<file path="src/rtl/ecc_apb_sequencer_if.sv">
// Job, result, APB master and ECC status signals of the ECC APB sequencer.
// master = sequencer side, slave = job source / APB slave / ECC engine side.
interface ecc_apb_sequencer_if #(
  parameter int AMBA_ADDR_WIDTH = 32,
  parameter int AMBA_WORD       = 32,
  parameter int DATA_WIDTH      = 32
) ();
  logic                       req_valid;
  logic                       req_ready;
  logic [1:0]                 req_op;
  logic [1:0]                 req_width;
  logic [DATA_WIDTH-1:0]      req_data;
  logic [DATA_WIDTH-1:0]      req_noise;

  logic                       rsp_valid;
  logic [DATA_WIDTH-1:0]      rsp_data;
  logic [1:0]                 rsp_errors;
  logic                       rsp_timeout;
  logic                       busy;

  logic                       psel;
  logic                       penable;
  logic                       pwrite;
  logic [AMBA_ADDR_WIDTH-1:0] paddr;
  logic [AMBA_WORD-1:0]       pwdata;
  logic [AMBA_WORD-1:0]       prdata;

  logic                       operation_done;
  logic [DATA_WIDTH-1:0]      data_out;
  logic [1:0]                 num_of_errors;

  modport master (
    input  req_valid, req_op, req_width, req_data, req_noise,
    output req_ready,
    output rsp_valid, rsp_data, rsp_errors, rsp_timeout, busy,
    output psel, penable, pwrite, paddr, pwdata,
    input  prdata,
    input  operation_done, data_out, num_of_errors
  );

  modport slave (
    output req_valid, req_op, req_width, req_data, req_noise,
    input  req_ready,
    input  rsp_valid, rsp_data, rsp_errors, rsp_timeout, busy,
    input  psel, penable, pwrite, paddr, pwdata,
    output prdata,
    output operation_done, data_out, num_of_errors
  );
endinterface

</file>
<file path="src/rtl/ecc_apb_sequencer.sv">
// Runs one ECC job as APB writes (WIDTH, DATA, [NOISE], CTRL), then waits for done or timeout.
// Define ECC_SEQ_NOISE_EN to write the NOISE register for full-channel jobs.
module ecc_apb_sequencer #(
  parameter int AMBA_ADDR_WIDTH = 32,
  parameter int AMBA_WORD       = 32,
  parameter int DATA_WIDTH      = 32,
  parameter int TIMEOUT         = 255
) (
  input logic                 clk,
  input logic                 rst,
  ecc_apb_sequencer_if.master bus
);
  localparam int CNT_W = $clog2(TIMEOUT + 2);

  localparam logic [AMBA_ADDR_WIDTH-1:0] ADDR_CTRL  = AMBA_ADDR_WIDTH'(8'h00);
  localparam logic [AMBA_ADDR_WIDTH-1:0] ADDR_DATA  = AMBA_ADDR_WIDTH'(8'h04);
  localparam logic [AMBA_ADDR_WIDTH-1:0] ADDR_WIDTH = AMBA_ADDR_WIDTH'(8'h08);
  localparam logic [AMBA_ADDR_WIDTH-1:0] ADDR_NOISE = AMBA_ADDR_WIDTH'(8'h0C);

  localparam logic [1:0] OP_FULL = 2'd2;
  localparam logic [1:0] OP_RSVD = 2'd3;

  typedef enum logic [2:0] {
    IDLE,
    WR_WIDTH,
    WR_DATA,
    WR_NOISE,
    WR_CTRL,
    WAIT_DONE,
    RESP
  } state_e;

  state_e                state_q, state_d;
  logic                  access_q, access_d;
  logic [CNT_W-1:0]      cnt_q, cnt_d, cnt_inc;
  logic [1:0]            op_q, op_d;
  logic [1:0]            width_q, width_d;
  logic [DATA_WIDTH-1:0] data_q, data_d;
  logic [DATA_WIDTH-1:0] rsp_data_q, rsp_data_d;
  logic [1:0]            rsp_errors_q, rsp_errors_d;
  logic                  rsp_timeout_q, rsp_timeout_d;

`ifdef ECC_SEQ_NOISE_EN
  logic [DATA_WIDTH-1:0] noise_q, noise_d;
  logic                  unused_prdata;
  assign unused_prdata = ^bus.prdata;
`else
  logic                  unused_inputs;
  assign unused_inputs = ^{bus.prdata, bus.req_noise};
`endif

  always_ff @(posedge clk or negedge rst) begin
    if (!rst) begin
      state_q       <= IDLE;
      access_q      <= 1'b0;
      cnt_q         <= '0;
      op_q          <= '0;
      width_q       <= '0;
      data_q        <= '0;
      rsp_data_q    <= '0;
      rsp_errors_q  <= '0;
      rsp_timeout_q <= 1'b0;
`ifdef ECC_SEQ_NOISE_EN
      noise_q       <= '0;
`endif
    end else begin
      state_q       <= state_d;
      access_q      <= access_d;
      cnt_q         <= cnt_d;
      op_q          <= op_d;
      width_q       <= width_d;
      data_q        <= data_d;
      rsp_data_q    <= rsp_data_d;
      rsp_errors_q  <= rsp_errors_d;
      rsp_timeout_q <= rsp_timeout_d;
`ifdef ECC_SEQ_NOISE_EN
      noise_q       <= noise_d;
`endif
    end
  end

  // access_q selects the APB phase inside each WR_* state: 0 = SETUP, 1 = ACCESS.
  always_comb begin
    state_d       = state_q;
    access_d      = 1'b0;
    cnt_d         = '0;
    cnt_inc       = cnt_q + CNT_W'(1);
    op_d          = op_q;
    width_d       = width_q;
    data_d        = data_q;
    rsp_data_d    = rsp_data_q;
    rsp_errors_d  = rsp_errors_q;
    rsp_timeout_d = rsp_timeout_q;
`ifdef ECC_SEQ_NOISE_EN
    noise_d       = noise_q;
`endif
    case (state_q)
      IDLE: begin
        if (bus.req_valid) begin
          op_d    = bus.req_op;
          width_d = bus.req_width;
          data_d  = bus.req_data;
`ifdef ECC_SEQ_NOISE_EN
          noise_d = bus.req_noise;
`endif
          if (bus.req_op == OP_RSVD) begin
            state_d       = RESP;
            rsp_data_d    = '0;
            rsp_errors_d  = 2'b11;
            rsp_timeout_d = 1'b0;
          end else begin
            state_d = WR_WIDTH;
          end
        end
      end
      WR_WIDTH: begin
        access_d = ~access_q;
        if (access_q) state_d = WR_DATA;
      end
      WR_DATA: begin
        access_d = ~access_q;
        if (access_q) begin
`ifdef ECC_SEQ_NOISE_EN
          state_d = (op_q == OP_FULL) ? WR_NOISE : WR_CTRL;
`else
          state_d = WR_CTRL;
`endif
        end
      end
`ifdef ECC_SEQ_NOISE_EN
      WR_NOISE: begin
        access_d = ~access_q;
        if (access_q) state_d = WR_CTRL;
      end
`endif
      WR_CTRL: begin
        access_d = ~access_q;
        if (access_q) state_d = WAIT_DONE;
      end
      WAIT_DONE: begin
        // done wins over timeout when both land in the same cycle
        if (bus.operation_done) begin
          state_d       = RESP;
          rsp_data_d    = bus.data_out;
          rsp_errors_d  = bus.num_of_errors;
          rsp_timeout_d = 1'b0;
        end else if (cnt_inc >= CNT_W'(TIMEOUT)) begin
          state_d       = RESP;
          rsp_data_d    = '0;
          rsp_errors_d  = '0;
          rsp_timeout_d = 1'b1;
        end else begin
          cnt_d = cnt_inc;
        end
      end
      RESP:    state_d = IDLE;
      default: state_d = IDLE;
    endcase
  end

  logic                       wr_active;
  logic [AMBA_ADDR_WIDTH-1:0] wr_addr;
  logic [AMBA_WORD-1:0]       wr_wdata;

  always_comb begin
    wr_active = 1'b0;
    wr_addr   = '0;
    wr_wdata  = '0;
    case (state_q)
      WR_WIDTH: begin
        wr_active = 1'b1;
        wr_addr   = ADDR_WIDTH;
        wr_wdata  = AMBA_WORD'(width_q);
      end
      WR_DATA: begin
        wr_active = 1'b1;
        wr_addr   = ADDR_DATA;
        wr_wdata  = AMBA_WORD'(data_q);
      end
`ifdef ECC_SEQ_NOISE_EN
      WR_NOISE: begin
        wr_active = 1'b1;
        wr_addr   = ADDR_NOISE;
        wr_wdata  = AMBA_WORD'(noise_q);
      end
`endif
      WR_CTRL: begin
        wr_active = 1'b1;
        wr_addr   = ADDR_CTRL;
        wr_wdata  = AMBA_WORD'(op_q);
      end
      default: begin
        wr_active = 1'b0;
        wr_addr   = '0;
        wr_wdata  = '0;
      end
    endcase
  end

  assign bus.psel        = wr_active;
  assign bus.penable     = wr_active & access_q;
  assign bus.pwrite      = wr_active;
  assign bus.paddr       = wr_addr;
  assign bus.pwdata      = wr_wdata;

  assign bus.req_ready   = (state_q == IDLE);
  assign bus.busy        = (state_q != IDLE);
  assign bus.rsp_valid   = (state_q == RESP);
  assign bus.rsp_data    = rsp_data_q;
  assign bus.rsp_errors  = rsp_errors_q;
  assign bus.rsp_timeout = rsp_timeout_q;
endmodule

</file>
<file path="src/flat_wrapper.sv">
// flat-port wrapper written by rule: the top's interface ports become plain ports
module ecc_apb_sequencer_flat 
#(
  parameter int AMBA_ADDR_WIDTH = 32,
  parameter int AMBA_WORD       = 32,
  parameter int DATA_WIDTH      = 32,
  parameter int TIMEOUT         = 255
)
  (clk, rst, bus_req_valid, bus_req_op, bus_req_width, bus_req_data, bus_req_noise, bus_req_ready, bus_rsp_valid, bus_rsp_data, bus_rsp_errors, bus_rsp_timeout, bus_busy, bus_psel, bus_penable, bus_pwrite, bus_paddr, bus_pwdata, bus_prdata, bus_operation_done, bus_data_out, bus_num_of_errors);
  ecc_apb_sequencer_if #(.AMBA_ADDR_WIDTH(AMBA_ADDR_WIDTH), .AMBA_WORD(AMBA_WORD), .DATA_WIDTH(DATA_WIDTH)) bus_i ();
  input logic clk;
  input logic rst;
  input wire logic [$bits(bus_i.req_valid)-1:0] bus_req_valid;
  input wire logic [$bits(bus_i.req_op)-1:0] bus_req_op;
  input wire logic [$bits(bus_i.req_width)-1:0] bus_req_width;
  input wire logic [$bits(bus_i.req_data)-1:0] bus_req_data;
  input wire logic [$bits(bus_i.req_noise)-1:0] bus_req_noise;
  output wire logic [$bits(bus_i.req_ready)-1:0] bus_req_ready;
  output wire logic [$bits(bus_i.rsp_valid)-1:0] bus_rsp_valid;
  output wire logic [$bits(bus_i.rsp_data)-1:0] bus_rsp_data;
  output wire logic [$bits(bus_i.rsp_errors)-1:0] bus_rsp_errors;
  output wire logic [$bits(bus_i.rsp_timeout)-1:0] bus_rsp_timeout;
  output wire logic [$bits(bus_i.busy)-1:0] bus_busy;
  output wire logic [$bits(bus_i.psel)-1:0] bus_psel;
  output wire logic [$bits(bus_i.penable)-1:0] bus_penable;
  output wire logic [$bits(bus_i.pwrite)-1:0] bus_pwrite;
  output wire logic [$bits(bus_i.paddr)-1:0] bus_paddr;
  output wire logic [$bits(bus_i.pwdata)-1:0] bus_pwdata;
  input wire logic [$bits(bus_i.prdata)-1:0] bus_prdata;
  input wire logic [$bits(bus_i.operation_done)-1:0] bus_operation_done;
  input wire logic [$bits(bus_i.data_out)-1:0] bus_data_out;
  input wire logic [$bits(bus_i.num_of_errors)-1:0] bus_num_of_errors;
  assign bus_i.req_valid = bus_req_valid;
  assign bus_i.req_op = bus_req_op;
  assign bus_i.req_width = bus_req_width;
  assign bus_i.req_data = bus_req_data;
  assign bus_i.req_noise = bus_req_noise;
  assign bus_req_ready = bus_i.req_ready;
  assign bus_rsp_valid = bus_i.rsp_valid;
  assign bus_rsp_data = bus_i.rsp_data;
  assign bus_rsp_errors = bus_i.rsp_errors;
  assign bus_rsp_timeout = bus_i.rsp_timeout;
  assign bus_busy = bus_i.busy;
  assign bus_psel = bus_i.psel;
  assign bus_penable = bus_i.penable;
  assign bus_pwrite = bus_i.pwrite;
  assign bus_paddr = bus_i.paddr;
  assign bus_pwdata = bus_i.pwdata;
  assign bus_i.prdata = bus_prdata;
  assign bus_i.operation_done = bus_operation_done;
  assign bus_i.data_out = bus_data_out;
  assign bus_i.num_of_errors = bus_num_of_errors;
  ecc_apb_sequencer #(.AMBA_ADDR_WIDTH(AMBA_ADDR_WIDTH), .AMBA_WORD(AMBA_WORD), .DATA_WIDTH(DATA_WIDTH), .TIMEOUT(TIMEOUT)) u_core (.clk(clk), .rst(rst), .bus(bus_i));
endmodule
</file>
<file path="config.mk">
export PLATFORM = sky130hd
export DESIGN_NAME = ecc_apb_sequencer_flat
export DESIGN_NICKNAME = d
export VERILOG_FILES = /design/src/rtl/ecc_apb_sequencer_if.sv /design/src/rtl/ecc_apb_sequencer.sv /design/src/flat_wrapper.sv
export SDC_FILE = /design/constraint.sdc
export NUM_CORES = 1
export LEC_CHECK = 0
export ABC_AREA = 1
export ABC_CLOCK_PERIOD_IN_PS = 2000
export BUFFER_PORTS_ARGS = -buffer_cell sky130_fd_sc_hd__buf_2
export CAP_MARGIN = 10
export CORE_ASPECT_RATIO = 1.5
export CORE_MARGIN = 2
export CORE_UTILIZATION = 39
export DETAILED_ROUTE_END_ITERATION = 12
export HOLD_SLACK_MARGIN = 0.02
export PLACE_DENSITY = 0.77
export SYNTH_ARGS = -nofsm -noshare
export SYNTH_HDL_FRONTEND = slang
export SYNTH_SLANG_ARGS = --single-unit
</file>
<file path="constraint.sdc">
create_clock -name clk -period 2 [get_ports clk]
set_clock_uncertainty 0.2 [all_clocks]
set_input_delay 0.3 -clock clk [delete_from_list [all_inputs] [get_ports clk]]
set_output_delay 0.3 -clock clk [all_outputs]
set_load 0.05 [all_outputs]
</file>
### Word level (Yosys, flattened, before mapping)

Cells that the tools add are included.

* register bits after elaboration: 84
* output and inout bits: 105
* input bits: 138
* word-level logic and storage cells: 62

* reductions and logical operators: 7
* add/sub/neg operators: 1
* eq/ne operators: 12
* order comparisons: 1
* mux-type cells: 30
* bitwise gates (word level): 2

Operator list (number)
* $mux W32: 4
* $pmux W32 S3: 1
* $pmux W32 S2: 1
* $mux W9: 3
* $mux W3: 7
* $pmux W3 S5: 1
* $add A9 B1 Y9 const B: 1
* $eq A3 B3 Y1 const B: 3
* $ge A9 B8 Y1 const B: 1
* $mux W2: 4
* $ne A2 B1 Y1 const B: 4
* $pmux W4 S2: 1
* $mux W1: 6
* $reduce_and A5 Y1: 1
* $pmux W2 S2: 1
* $reduce_and A4 Y1: 1
* $eq A3 B1 Y1 const B: 1
* $eq A3 B2 Y1 const B: 1
* $logic_not A3 Y1: 1
* $ne A3 B2 Y1 const B: 1
* $reduce_bool A3 Y1: 1
* $reduce_or A3 Y1: 1
* $eq A2 B2 Y1 const B: 1
* $ne A2 B2 Y1 const B: 1
* 5 further kinds: 5

### Longest topological paths before layout

* depth after elaboration: 5
* depth in mapped cells: 13
* depth with buffers taken out: 12

### Least setup slack after synthesis

Ideal clock, no wire load.

* path kind: reg2out
* start point: register u_core.state_q[2]
* end point: output bus_penable
* slack: -1242 ps
* arrival time: 2742 ps
* buffers on the path: 1
* stages on the path, launching flop included: 6
* cells stage by stage: dfrtp_1 buf_4 nor3_1 nand3b_1 nand2_1 inv_1

* word-level cells in the longest chain between the ends: 4

RTL lines
* from (decl): RTL line ecc_apb_sequencer.sv:33 `state_e state_q, state_d;`
* from (signal assigned): RTL line ecc_apb_sequencer.sv:67 `state_q <= state_d;`
* $eq A3 B1 Y1 (tied with other cells): RTL line ecc_apb_sequencer.sv:169 `case (state_q)`
* $reduce_or A3 Y1 (no line) *
* $mux W1 *: RTL line ecc_apb_sequencer.sv:169
* net bus_psel: RTL line flat_wrapper.sv:24 `output wire logic [$bits(bus_i.psel)-1:0] bus_psel;`
* $and A1 B1 Y1 *: RTL line ecc_apb_sequencer.sv:201 `assign bus.penable = wr_active & access_q;`
* to (decl): RTL line flat_wrapper.sv:25 `output wire logic [$bits(bus_i.penable)-1:0] bus_penable;`

The timed path passes the listed nets; every way through them passes the cells marked *.

### Final worst setup path

* start point: register u_core.cnt_q[0]
* end point: register u_core.rsp_data_q[6], in the netlist u_core.bus.rsp_data[6]

* word-level cells in the longest chain between the ends: 4

RTL lines
* from (decl): RTL line ecc_apb_sequencer.sv:35 `logic [CNT_W-1:0] cnt_q, cnt_d, cnt_inc;`
* from (signal assigned): RTL line ecc_apb_sequencer.sv:69 `cnt_q <= cnt_d;`
* $add A9 B1 Y9: RTL line ecc_apb_sequencer.sv:87 `cnt_inc = cnt_q + CNT_W'(1);`
* $ge A9 B8 Y1: RTL line ecc_apb_sequencer.sv:147 `end else if (cnt_inc >= CNT_W'(TIMEOUT)) begin`
* $ne A3 B2 Y1 (no line)
* $reduce_and A4 Y1 (no line)
* to (signal assigned): RTL line ecc_apb_sequencer.sv:73 `rsp_data_q <= rsp_data_d;`
* to (decl): RTL line ecc_apb_sequencer.sv:39 `logic [DATA_WIDTH-1:0] rsp_data_q, rsp_data_d;`

No other way between the ends.
A chain may end at the register's enable or synchronous reset.

==> impl_metrics.yaml <==
run_status:
  status: "finished with violations"
  violations: "setup timing"
yosys:
  synth.most_common_cell: "nand2_1"
  synthFlopType: "dfrtp_1"
  synth_enable_flop_cells: 0
  yosys-top-cells-area: "dfrtp_1, nand2_1, nor2_1, buf_4, nand3_1"
  synth_cells: 484
  synth_area_leader_cell: "dfrtp_1"
  synthArstFlopShare_pct: 100
  ys_top_cells_by_count: "nand2_1, dfrtp_1, nor2_1, inv_1, nand3_1"
  synth_seq_cells: 84
  syn_avg_cell_area_um2: 8.22
  synth_area_um2: 3980
  post_synth_num_cell_types: 25
  synth_top_area_share_pct: 52.8
  ys_seq_area_share_pct: 52.8
  ys.warnings.count: 0
route:
  first_iter_violations: 149
  wirelength_um: 12300
  drt_pass1_iterations: 4
  ant_nets: 0
  wl_per_cell_um: 15.0
  num_vias: 3968
  drt-vias-per-instance: 4.83
  drc: 0
grt:
  grt_use_total_pct: 21.6
  overflow: 0
  grt_pass1_wl_um: 18500
  grt_pass1_vias: 4044
  antenna_found_initial: 0
  grt_start_max_net_pins: 41
place:
  gp_congestion: 0.818
  dpl_cell_area_um2: 4930
  dp.cells: 743
  dpl.hpwl_um: 7000
  numPortBuffers: 148
critical_path:
  arrival_ns: 2.19
  required_ns: 2.02
  crit_path_end_kind: "flop"
  crit_path_cell_trace: "inv_2 > ha_4 > nor2_4 > nor2_2 > nor2_2 > nand2_1 > nor2_1 > nand2_1 > nand2_4 > nand3_4 > buf_12 > buf_16 > nand2_2 > nand2_1"
  cpMostUsedCell: "nand2_1"
  slowest_delay_ns: 0.42
  cp_max_fo: 8
  startpoint_type: "flop"
  slowest_stage: "dfrtp_1"
  critPathTopFamily: "simple AND/OR/NAND/NOR gates"
  timing_worst_setup_path_type: "reg2reg"
  critPathBufInv: 3
clock_tree:
  clkTransAtPathRegs_ns: 0.06
  cts.sinks: 84
  cts_buffers: 9
  clk_latency_ns: 0.33
  clk_path_buf_depth: 2
  cts_tree: "done"
  h-tree-depth: 3
  root_buffer: "clkbuf_16"
final_layout:
  drive_gt1_share_pct: 41.0
  diodes: 0
  area_growth_pct: 63.4
  final_nets: 841
  fin_cells: 822
  stdcell_area_um2: 6500
die:
  die_y_um: 128
  die_area_um2: 11000
  die_w_um: 86.5
  core.rowCount: 45
  io_pins: 243
  core_area_um2: 10000
  initial_core_util_pct: 39.7
pwr:
  power.switching_mw: 5.38
  combPwrFrac_pct: 59.9
  power_mw: 11.0
  clkPwrFrac_pct: 15.0
  irDropWorstVdd_mv: 1.17
  p_leak_nw: 3.45
  p_per_area_nw_per_um2: 1700
  p_seq_share_pct: 25.1
  p_sw_share_pct: 48.8
  p_int_mw: 5.64
hold_path:
  min_path_type: "in2reg"
sta:
  slew_viol_final: 0
  setup_violations: 78
  max_freq_ghz: 0.460
  hold_viol_final: 0
  period_needed_ns: 2.18
  finalSetupTns_ns: -6.86
  grt_setup_unrepaired: "yes"
  period_share_pct: 109
  fin_ws_ns: -0.176
job:
  maxCapViolCount: 0
worst paths after layout:
path	startpoint	endpoint	slack, ns	depth (start not counted)
max reg2reg	u_core.cnt_q[0]	u_core.bus.rsp_data[6]	-0.18	14
min in group asynchronous	rst	u_core.bus.rsp_data[18]	0.25	2
max	u_core.cnt_q[0]	u_core.bus.rsp_data[6]	-0.18	14
min reg2reg	u_core.bus.rsp_data[25]	u_core.bus.rsp_data[25]	0.28	2
max in group asynchronous	rst	u_core.data_q[28]	0.77	3
min	bus_req_data[7]	u_core.data_q[7]	0.03	3
flip-flops by register name, indices dropped and copies added, names as in the netlist:
signal / cells
u_core.state_q: 3
u_core.data_q: 32
u_core.cnt_q: 9
u_core.bus.rsp_errors: 2
u_core.op_q: 2
u_core.bus.rsp_timeout: 1
u_core.access_q: 1
u_core.width_q: 2
u_core.bus.rsp_data: 32
power groups by stage:
stage,Sequential (mW),Clock (mW),Combinational [mW]
floorplan,3.72,0,2.87
CTS,2.70,1.70,6.13
detailed placement,2.72,0,5.07
global route,2.83,1.78,6.97
global placement,2.70,0,4.95
finish,2.76,1.66,6.60
repair_timing:
item / 4_1_cts / 5_1_grt
hold buffers: 45 / 0
hold endpoints to repair: 73 / 0
setup buffers: 11 / 3
gates resized for setup: 122 / 48
pin swaps: 5 / 9
gates cloned: 4 / 2
endpoints found under the setup margin: 71 / 87
per-stage QoR:
stage	util, %	setup WS, ns	hold slack, ns
floorplan	-	-0.464	-0.196
global placement	49.2	0.0261	0.0583
detailed placement	49.2	-0.0889	0.0636
CTS	62.4	-0.113	0.0202
global route	64.8	-0.280	0.0197
finish	64.8	-0.176	0.0286
cell type report:
type,count,area [µm²]
inverter,47,185
tap,117,146
multi-input combinational,329,1790
clock inverter,5,60.1
fill,728,3520
timing repair buffer,230,1980
clock buffer,10,239
sequential,84,2100
layer usage:
layer | share of wire (%) | vias to the layer above | routed length [µm] | track usage (%)
met2 | 55 | 181 | 6710 | 39.0
li1 | - | 1867 | - | -
met1 | 36 | 1893 | 4440 | 22.7
met3 | 6.5 | 27 | 801 | 5.60
met5 | 0 | - | 0 | 0
met4 | 2.9 | 0 | 359 | 10.7
worst register-to-register path: stages (launching register included):
cell     delay (ns)
dfrtp_1        0.42
inv_2          0.10
ha_4           0.21
nor2_4         0.07
nor2_2         0.04
nor2_2         0.11
nand2_1        0.07
nor2_1         0.11
nand2_1        0.10
nand2_4        0.09
nand3_4        0.12
buf_12         0.18
buf_16         0.15
nand2_2        0.05
nand2_1        0.05
kinds of logic (layout without fill, tap and decap cells):
kind of cell             count (synthesis)  after routing  share of synthesized area [%]
AO/OA/AOI/OAI                           33             33                           4.22
XOR/XNOR                                 1              1                          0.220
adder cells (fa/ha/maj)                  2              2                          0.629
buffers and inverters                  101            292                           13.2
flip-flops                              84             84                           52.8
multiplexers                             6              6                           1.70
other                                    1             31                         0.0943
AND/OR/NAND/NOR                        256            256                           27.1
cells in the final DEF, fill, tap and decap left out, types with 4 or more instances in the layout:
cell,instances
buf_16,4
nand2_4,10
dfrtp_1,82
buf_4,18
conb_1,31
inv_1,40
nor2_1,46
buf_12,8
nor2_2,22
buf_6,34
nand3_1,41
a21oi_1,32
nor2_4,18
buf_2,109
nand2_1,88
nand4_1,6
nand2_2,19
clkbuf_16,11
mux2_2,6
buf_8,9
dlygate4sd3_1,45
Note: power is estimated with default switching activity, not from simulation.
